==> src/rtl/clk_div_monitor.sv <==
// Divided-clock monitor: measures high/low phase of each period, checks against expected lengths, tracks lock.
// Outputs are registered on the edge that samples the triggering condition; there is no backpressure.
module clk_div_monitor #(
  parameter int CNT_W    = 8,
  parameter int LOCK_CNT = 4,
  parameter int ERR_W    = 8
) (
  input  logic             clk,
  input  logic             rst,
  input  logic             enable,
  input  logic             div_in,
  input  logic [CNT_W-1:0] exp_high,
  input  logic [CNT_W-1:0] exp_low,
  output logic [CNT_W-1:0] high_len,
  output logic [CNT_W-1:0] low_len,
  output logic             period_valid,
  output logic             locked,
  output logic             err,
  output logic [ERR_W-1:0] err_cnt
);

  localparam logic [1:0] ST_IDLE = 2'd0;
  localparam logic [1:0] ST_SYNC = 2'd1;
  localparam logic [1:0] ST_HIGH = 2'd2;
  localparam logic [1:0] ST_LOW  = 2'd3;

  localparam int GW = $clog2(LOCK_CNT + 1);
  localparam logic [GW-1:0]    GOOD_MAX = GW'(LOCK_CNT);
  localparam logic [CNT_W-1:0] CNT_MAX  = {CNT_W{1'b1}};
  localparam logic [ERR_W-1:0] ERR_MAX  = {ERR_W{1'b1}};

  logic [1:0]       state_q, state_d;
  logic             div_q;
  logic [CNT_W-1:0] hcnt_q, hcnt_d;
  logic [CNT_W-1:0] lcnt_q, lcnt_d;
  logic [GW-1:0]    good_q, good_d;
  logic [CNT_W-1:0] high_len_q, high_len_d;
  logic [CNT_W-1:0] low_len_q, low_len_d;
  logic             pv_q, pv_d;
  logic             locked_q, locked_d;
  logic             err_q, err_d;
  logic [ERR_W-1:0] err_cnt_q, err_cnt_d;
  logic             rise;

  assign rise = div_in & ~div_q;

  always_comb begin
    state_d    = state_q;
    hcnt_d     = hcnt_q;
    lcnt_d     = lcnt_q;
    good_d     = good_q;
    high_len_d = high_len_q;
    low_len_d  = low_len_q;
    pv_d       = 1'b0;
    err_d      = 1'b0;
    locked_d   = locked_q;

    if (!enable) begin
      state_d  = ST_IDLE;
      hcnt_d   = '0;
      lcnt_d   = '0;
      good_d   = '0;
      locked_d = 1'b0;
    end else begin
      case (state_q)
        ST_IDLE: state_d = ST_SYNC;
        ST_SYNC: begin
          if (rise) begin
            state_d = ST_HIGH;
            hcnt_d  = CNT_W'(1);
          end
        end
        ST_HIGH: begin
          if (div_in) begin
            if (hcnt_q == CNT_MAX) begin
              err_d    = 1'b1;
              good_d   = '0;
              locked_d = 1'b0;
              state_d  = ST_SYNC;
              hcnt_d   = '0;
              lcnt_d   = '0;
            end else begin
              hcnt_d = hcnt_q + 1'b1;
            end
          end else begin
            state_d = ST_LOW;
            lcnt_d  = CNT_W'(1);
          end
        end
        default: begin
          if (!div_in) begin
            if (lcnt_q == CNT_MAX) begin
              err_d    = 1'b1;
              good_d   = '0;
              locked_d = 1'b0;
              state_d  = ST_SYNC;
              hcnt_d   = '0;
              lcnt_d   = '0;
            end else begin
              lcnt_d = lcnt_q + 1'b1;
            end
          end else begin
            // Rising edge closes the period and opens the next high phase.
            high_len_d = hcnt_q;
            low_len_d  = lcnt_q;
            pv_d       = 1'b1;
            state_d    = ST_HIGH;
            hcnt_d     = CNT_W'(1);
            lcnt_d     = '0;
            if (hcnt_q == exp_high && lcnt_q == exp_low) begin
              good_d   = (good_q == GOOD_MAX) ? GOOD_MAX : good_q + 1'b1;
              locked_d = (good_d == GOOD_MAX);
            end else begin
              err_d    = 1'b1;
              good_d   = '0;
              locked_d = 1'b0;
            end
          end
        end
      endcase
    end

    err_cnt_d = err_cnt_q;
    if (err_d && err_cnt_q != ERR_MAX) err_cnt_d = err_cnt_q + 1'b1;
  end

  always_ff @(posedge clk or posedge rst) begin
    if (rst) begin
      state_q    <= ST_IDLE;
      div_q      <= 1'b0;
      hcnt_q     <= '0;
      lcnt_q     <= '0;
      good_q     <= '0;
      high_len_q <= '0;
      low_len_q  <= '0;
      pv_q       <= 1'b0;
      locked_q   <= 1'b0;
      err_q      <= 1'b0;
      err_cnt_q  <= '0;
    end else begin
      state_q    <= state_d;
      div_q      <= div_in;
      hcnt_q     <= hcnt_d;
      lcnt_q     <= lcnt_d;
      good_q     <= good_d;
      high_len_q <= high_len_d;
      low_len_q  <= low_len_d;
      pv_q       <= pv_d;
      locked_q   <= locked_d;
      err_q      <= err_d;
      err_cnt_q  <= err_cnt_d;
    end
  end

  assign high_len     = high_len_q;
  assign low_len      = low_len_q;
  assign period_valid = pv_q;
  assign locked       = locked_q;
  assign err          = err_q;
  assign err_cnt      = err_cnt_q;

endmodule

==> config.mk <==
export PLATFORM = sky130hd
export DESIGN_NAME = clk_div_monitor
export DESIGN_NICKNAME = d
export VERILOG_FILES = /design/src/rtl/clk_div_monitor.sv
export SDC_FILE = /design/constraint.sdc
export NUM_CORES = 1
export LEC_CHECK = 0
export ABC_AREA = 1
export CAP_MARGIN = 30
export CORE_AREA = 2 2 68 103
export DETAILED_ROUTE_END_ITERATION = 16
export DIE_AREA = 0 0 70 105
export PLACE_DENSITY = 0.68
export SLEW_MARGIN = 30
export SYNTH_ARGS = -nofsm -noshare
export SYNTH_HDL_FRONTEND = slang
export SYNTH_SLANG_ARGS = --single-unit
==> constraint.sdc <==
create_clock -name clk -period 3.3 [get_ports clk]
set_input_delay 0.66 -clock clk [delete_from_list [all_inputs] [get_ports clk]]
set_output_delay 0.66 -clock clk [all_outputs]
set_load 0.03 [all_outputs]
; Word level (Yosys, flattened, before mapping)
; Cells that the tools add are included.
[classes]
muxes = 45
bitwise = 3
mul = 0
n_lt_le_gt_ge = 0
n_div = 0
shift = 0
n_addsub = 4
reduce_logical = 10
n_eq_ne = 18
[ops]
columns = operator, count
row1 = $mux W8, 11
row2 = $add A8 B1 Y8 const B, 3
row3 = $pmux W8 S3, 1
row4 = $mux W3, 7
row5 = $eq A8 B8 Y1, 2
row6 = $eq A8 B8 Y1 const B, 2
row7 = $pmux W8 S2, 1
row8 = $mux W1, 15
row9 = $mux W2, 6
row10 = $ne A3 B3 Y1 const B, 3
row11 = $ne A8 B8 Y1 const B, 1
row12 = $reduce_and A4 Y1, 2
row13 = $eq A3 B3 Y1 const B, 2
row14 = $ne A6 B1 Y1 const B, 1
row15 = $pmux W2 S3, 1
row16 = $pmux W3 S2, 1
row17 = $reduce_and A3 Y1, 2
row18 = $ne A2 B2 Y1 const B, 2
row19 = $ne A4 B1 Y1 const B, 1
row20 = $ne A4 B4 Y1 const B, 1
row21 = $pmux W1 S2, 2
row22 = $add A3 B1 Y3 const B, 1
row23 = $ne A3 B1 Y1 const B, 1
row24 = $reduce_or A3 Y1, 1
row25 = other kinds (8), 10
[word_totals]
rom_bits = 0
mem_bits_rw = 0
memories = 0
wordCells = 91
register_bits = 49
latchBits = 0

; Depth between registers and ports, before layout
[depth]
depth_word = 7
depth_mapped = 12
depth_no_buf = 12

; Least setup slack after synthesis
; OpenSTA, ideal clock, no wires.
[synth_path]
path_kind = input to register
startpoint = input port enable
endpoint = register hcnt_q[3]
path_buffers = 1
setup_time_ns = 0.120
stages = 10
setup_slack_ns = 1.597
t_arrival_ns = 1.583
cell_sequence = buf_4 -> nand2_1 -> inv_1 -> o21ai_2 -> inv_1 -> nor2_1 -> nand2_4 -> clkinv_4 -> o21ai_2 -> and3_1
[synth_between]
elab_chain_cells = 2
word_cells_on_any_way = 6
[synth_lines]
columns = item, line
row1 = "start, declared", 10  ; input logic enable,
row2 = $ne A4 B1 Y1 (no line) (tied with other cells), n/a
row3 = $reduce_and A4 Y1 (no line), n/a
row4 = "end signal, assigned", 143  ; hcnt_q <= hcnt_d;
row5 = "end, declared", 34  ; logic [CNT_W-1:0] hcnt_q, hcnt_d;
; Several ways; a longest one is shown, not always the timed one.
; A chain may end at the register's enable or synchronous reset.

; Worst setup path after layout
[layout_path]
startpoint = input port div_in
endpoint = register hcnt_q[3]
[layout_between]
elab_chain_cells = 3
word_cells_on_any_way = 8
[layout_lines]
columns = item, line
row1 = "start, declared", 11  ; input logic div_in,
row2 = $and A1 B1 Y1 / $mux W8 (equally long branches), "45, 91"
row3 = $ne A3 B3 Y1 (no line) / $pmux W8 S3 (equally long branches), n/a
row4 = $reduce_and A4 Y1 (no line) / $mux W8 (equally long branches), n/a
; Several ways; a longest one is shown, not always the timed one.

==> metrics.md <==
| Metric | Value |
|---|---|
| Share of cells above drive strength 1 | `7.889%` |
| Unrepaired setup endpoints after global routing | `false` |
| Worst EP required | `3.49 ns` |
| Depth of the CTS H-tree | `2` |
| Top cell by count, worst path | `o21ai_2` |
| Pin count of the biggest net entering global routing | `between 40 and 50` |
| Post-Synth Simple-Gate Area | `between 30% and 40%` |
| CP Cell Sequence | `clkdlybuf4s50_1 > inv_2 > o21ai_2 > inv_1 > nor2_1 > nand2_4 > clkinv_4 > o21ai_2 > and3_1` |
| Clock share of power | `between 20% and 30%` |
| Arr. time, crit path | `between 2 and 2.5 ns` |
| Hold crit path type | `reg2reg` |
| Antenna diode count | `0` |
| Worst-Margin Slew | `approximately 0.8 ns` |
| Dpl ws | `0.7682 ns` |
| First-pass GRT wire length | `~11 mm` |
| DRT Wirelength | `approximately 6.4 mm` |
| Top cell type's share of synthesized area | `~43%` |
| Worst-path fanout max | `10` |
| Synth top area cells | `dfrtp_1, nand2_1, inv_1` |
| Top FF cell, synth | `dfrtp_1` |
| Vias in the first global route | `2,372` |
| Maximum vdd drop | `0.2392 mV` |
| Slew Viols, Final | `0` |
| Detailed-router iteration count before antenna repair | `4` |
| Switching Fraction | `37.63%` |
| Reg area | `between 1000 and 1500 µm²` |
| Syn_nets | `410` |
| CP Launch Type | `input port` |
| I/O pin count | `47` |
| Final Setup Violations | `0` |
| Vias post-DR | `between 2,000 and 3,000` |
| Register area share after synthesis | `43.10%` |
| Number of flops mapped to enable cells by yosys | `0` |
| Antenna Violating Nets Remaining | `0` |
| Worst setup margin | `around 1.1 ns` |
| Net switching power | `between 700 and 800 µW` |
| Fillers | `just over 600` |
| Crit path kind | `in2reg` |
| Period minus WS final | `approximately 2.2 ns` |
| Clock Path Buffers | `2` |
| Fin crit share | `around 68%` |
| Vert. Die Dim | `~110 µm` |
| Yosys reg bits | `approximately 50` |
| Setup TNS | `0 ns` |
| Num Clock Sinks | `a little under 50` |
| Nets | `~460` |
| Clock-pin slew on the worst setup and hold paths | `about 0.090 ns` |
| I/O Buffers | `46` |
| Fmax | `between 0.4 and 0.5 GHz` |
| Iter 0 DRT Violations | `roughly 150` |
| Buf/Inv on CP | `4` |
| Status | `completed` |
| Initial antenna violation count | `0` |
| Clk_lat worst skew | `roughly 0.3 ns` |
| Crit-path slowest cell | `clkdlybuf4s50_1` |
| Synth Cell Area | `2845 µm²` |
| Final Power | `2090 µW` |
| Cell taking the most area after synthesis | `dfrtp_1` |
| DRC Markers | `0` |
| CTS Root Cell | `clkbuf_8` |
| Worst path max stage delay | `~0.71 ns` |
| Setup bufs post-CTS | `0` |
| Post-synthesis adder-cell area fraction | `under 10%` |
| Int Power | `1304 µW` |
| Via/cell ratio | `a little under 5` |
| Die area | `7350 µm²` |
| Congestion Overflow GR | `0` |
| Compound-Gate Fraction of Synth Area | `11.13%` |
| Worst Setup End Kind | `flop` |
| Area delta synth->final | `23.44%` |
| Drt wl/cell | `12.57 µm` |
| Seq pwr share | `about 37%` |
| Largest family of logic cells by synthesized area | `simple AND/OR/NAND/NOR gates` |
| Avg Cell Area, Syn | `between 7 and 8 µm²` |
| CTS resizes | `0` |
| Routability cong. | `0.9937` |
| CTS tree | `yes` |
| Slew HR | `around 48%` |
| YS warnings | `0` |
| Final hold vios | `0` |
| Cells after Synth | `~380` |
| CTS buffer count | `5` |
| DP HPWL | `4.814 mm` |
| Final Skew | `0.006975 ns` |
| Pwr dens | `slightly below 600 nW/µm²` |
| Rows | `36` |
| Asr flop ratio synth | `100.0%` |
| Initial core utilization | `roughly 44%` |
| Die width | `roughly 70 µm` |
| Multi-input logic area | `between 1000 and 1500 µm²` |
| Post-CTS Hold Buffers | `0` |
| Post-synthesis mux area share | `0%` |
| Maxcap violations | `0` |
| Synth Area in XOR/XNOR | `~2.2%` |
| Global Route Usage Sum | `about 18%` |
| Gate power share | `a little under two fifths` |
| Netlist cell types | `35` |
| Core area | `about 6400 µm²` |
| Pleak | `about 0.0017 µW` |
| Crit-path leading delay family | `buffers and inverters` |
==> worst min-delay path: stages, from the launching register on <==
cell and delay [ns]:
dfrtp_1 0.35, nand2_1 0.05, o21ai_0 0.06
==> synth_stat cells (4+ instances only) <==
library cell,instances
a21oi_1,11
nor2_1,26
nand3_2,6
ha_1,9
nand3_1,24
o21ai_0,34
xor2_1,4
dfrtp_1,49
nand2_1,118
inv_1,54
nand4_1,6
==> layer usage <==
layer  wire length (µm)  share of wire (%)  global-route usage (%)
met1               2934                 46                   23.08
met5                  0                  0                       0
met3                193                3.0                   2.700
met2               3172                 50                   32.18
met4                 74                1.2                   5.495
==> registers in the layout, summed over array words and instances (netlist names) <==
| signal | count |
|---|---|
| err_cnt | 8 |
| div_q | 1 |
| state_q | 2 |
| lcnt_q | 8 |
| period_valid | 1 |
| locked | 1 |
| err | 1 |
| high_len | 8 |
| low_len | 8 |
| hcnt_q | 8 |
| good_q | 3 |
==> layout make-up <==
type | count | area share (%)
flip-flops and latches | 49 | 34.91
repair buffers | 47 | 13.32
inverters | 59 | 6.484
well taps | 76 | 2.708
clock inverters | 3 | 1.853
clock buffers | 5 | 1.959
multi-input cells | 268 | 38.76
==> logic make-up (layout without fill, tap and decap cells) <==
group                    Yosys count  in the layout
AND/OR/NAND/NOR                  195            195
AO/OA/AOI/OAI                     57             57
adder cells (fa/ha/maj)            9              9
XOR/XNOR                           7              7
flip-flops                        49             49
buffers and inverters             64            114
==> metrics by stage <==
stage | utilization (%) | hold WS [ns] | std cells | cell area, µm²
after global routing | 54.91 | 0.5035 | 507 | 3512
after global placement | 52.82 | 0.4643 | 499 | 3378
after detailed placement | 52.82 | 0.4726 | 499 | 3378
final | 54.91 | 0.4896 | 507 | 3512
after CTS | 54.91 | 0.4959 | 507 | 3512
after floorplan | - | 0.5010 | 381 | 2845
==> cells in the final DEF, fill, tap and decap left out <==
| cell | synthesis | routed |
|---|---|---|
| a21boi_1 | 1 | 1 |
| a21o_1 | 1 | 1 |
| a21oi_1 | 11 | 11 |
| a21oi_2 | 1 | 1 |
| a22oi_1 | 1 | 1 |
| and2_1 | 1 | 1 |
| and3_1 | 2 | 2 |
| buf_4 | 1 | 1 |
| bufinv_16 | 0 | 2 |
| clkbuf_8 | 0 | 5 |
| clkdlybuf4s50_1 | 0 | 46 |
| clkinv_2 | 1 | 2 |
| clkinv_4 | 1 | 1 |
| dfrtp_1 | 49 | 49 |
| ha_1 | 9 | 9 |
| inv_1 | 54 | 53 |
| inv_2 | 3 | 4 |
| nand2_1 | 118 | 118 |
| nand2_2 | 1 | 1 |
| nand2_4 | 3 | 3 |
| nand3_1 | 24 | 24 |
| nand3_2 | 6 | 6 |
| nand4_1 | 6 | 6 |
| nand4_2 | 1 | 1 |
| nor2_1 | 26 | 26 |
| nor2_2 | 3 | 3 |
| nor3_1 | 2 | 2 |
| o211ai_1 | 2 | 2 |
| o21a_1 | 1 | 1 |
| o21ai_0 | 34 | 34 |
| o21ai_1 | 1 | 1 |
| o21ai_2 | 2 | 2 |
| o31ai_1 | 2 | 2 |
| or2_2 | 2 | 2 |
| xnor2_1 | 3 | 3 |
| xor2_1 | 4 | 4 |
==> final timing paths <==
| kind | cells past startpoint | startpoint | end | slack, ns |
|---|---|---|---|---|
| max | 9 | div_in | hcnt_q[3] | 1.07 |
| min | 2 | low_len[1] | low_len[1] | 0.49 |
| max reg2reg | 10 | state_q[0] | hcnt_q[2] | 1.42 |
| min reg2reg | 2 | low_len[1] | low_len[1] | 0.49 |
| max in group asynchronous | 3 | rst | lcnt_q[6] | 2.04 |
| min in group asynchronous | 2 | rst | high_len[6] | 0.51 |
==> power by group through the flow <==
stage / clock (µW) / sequential, µW / combinational (µW)
floorplan: 0 / 942 / 365
global placement: 0 / 793 / 800
detailed placement: 0 / 795 / 805
CTS: 526 / 784 / 807
global route: 544 / 803 / 887
finish: 505 / 783 / 802
Power figures use the tool's default switching activity.
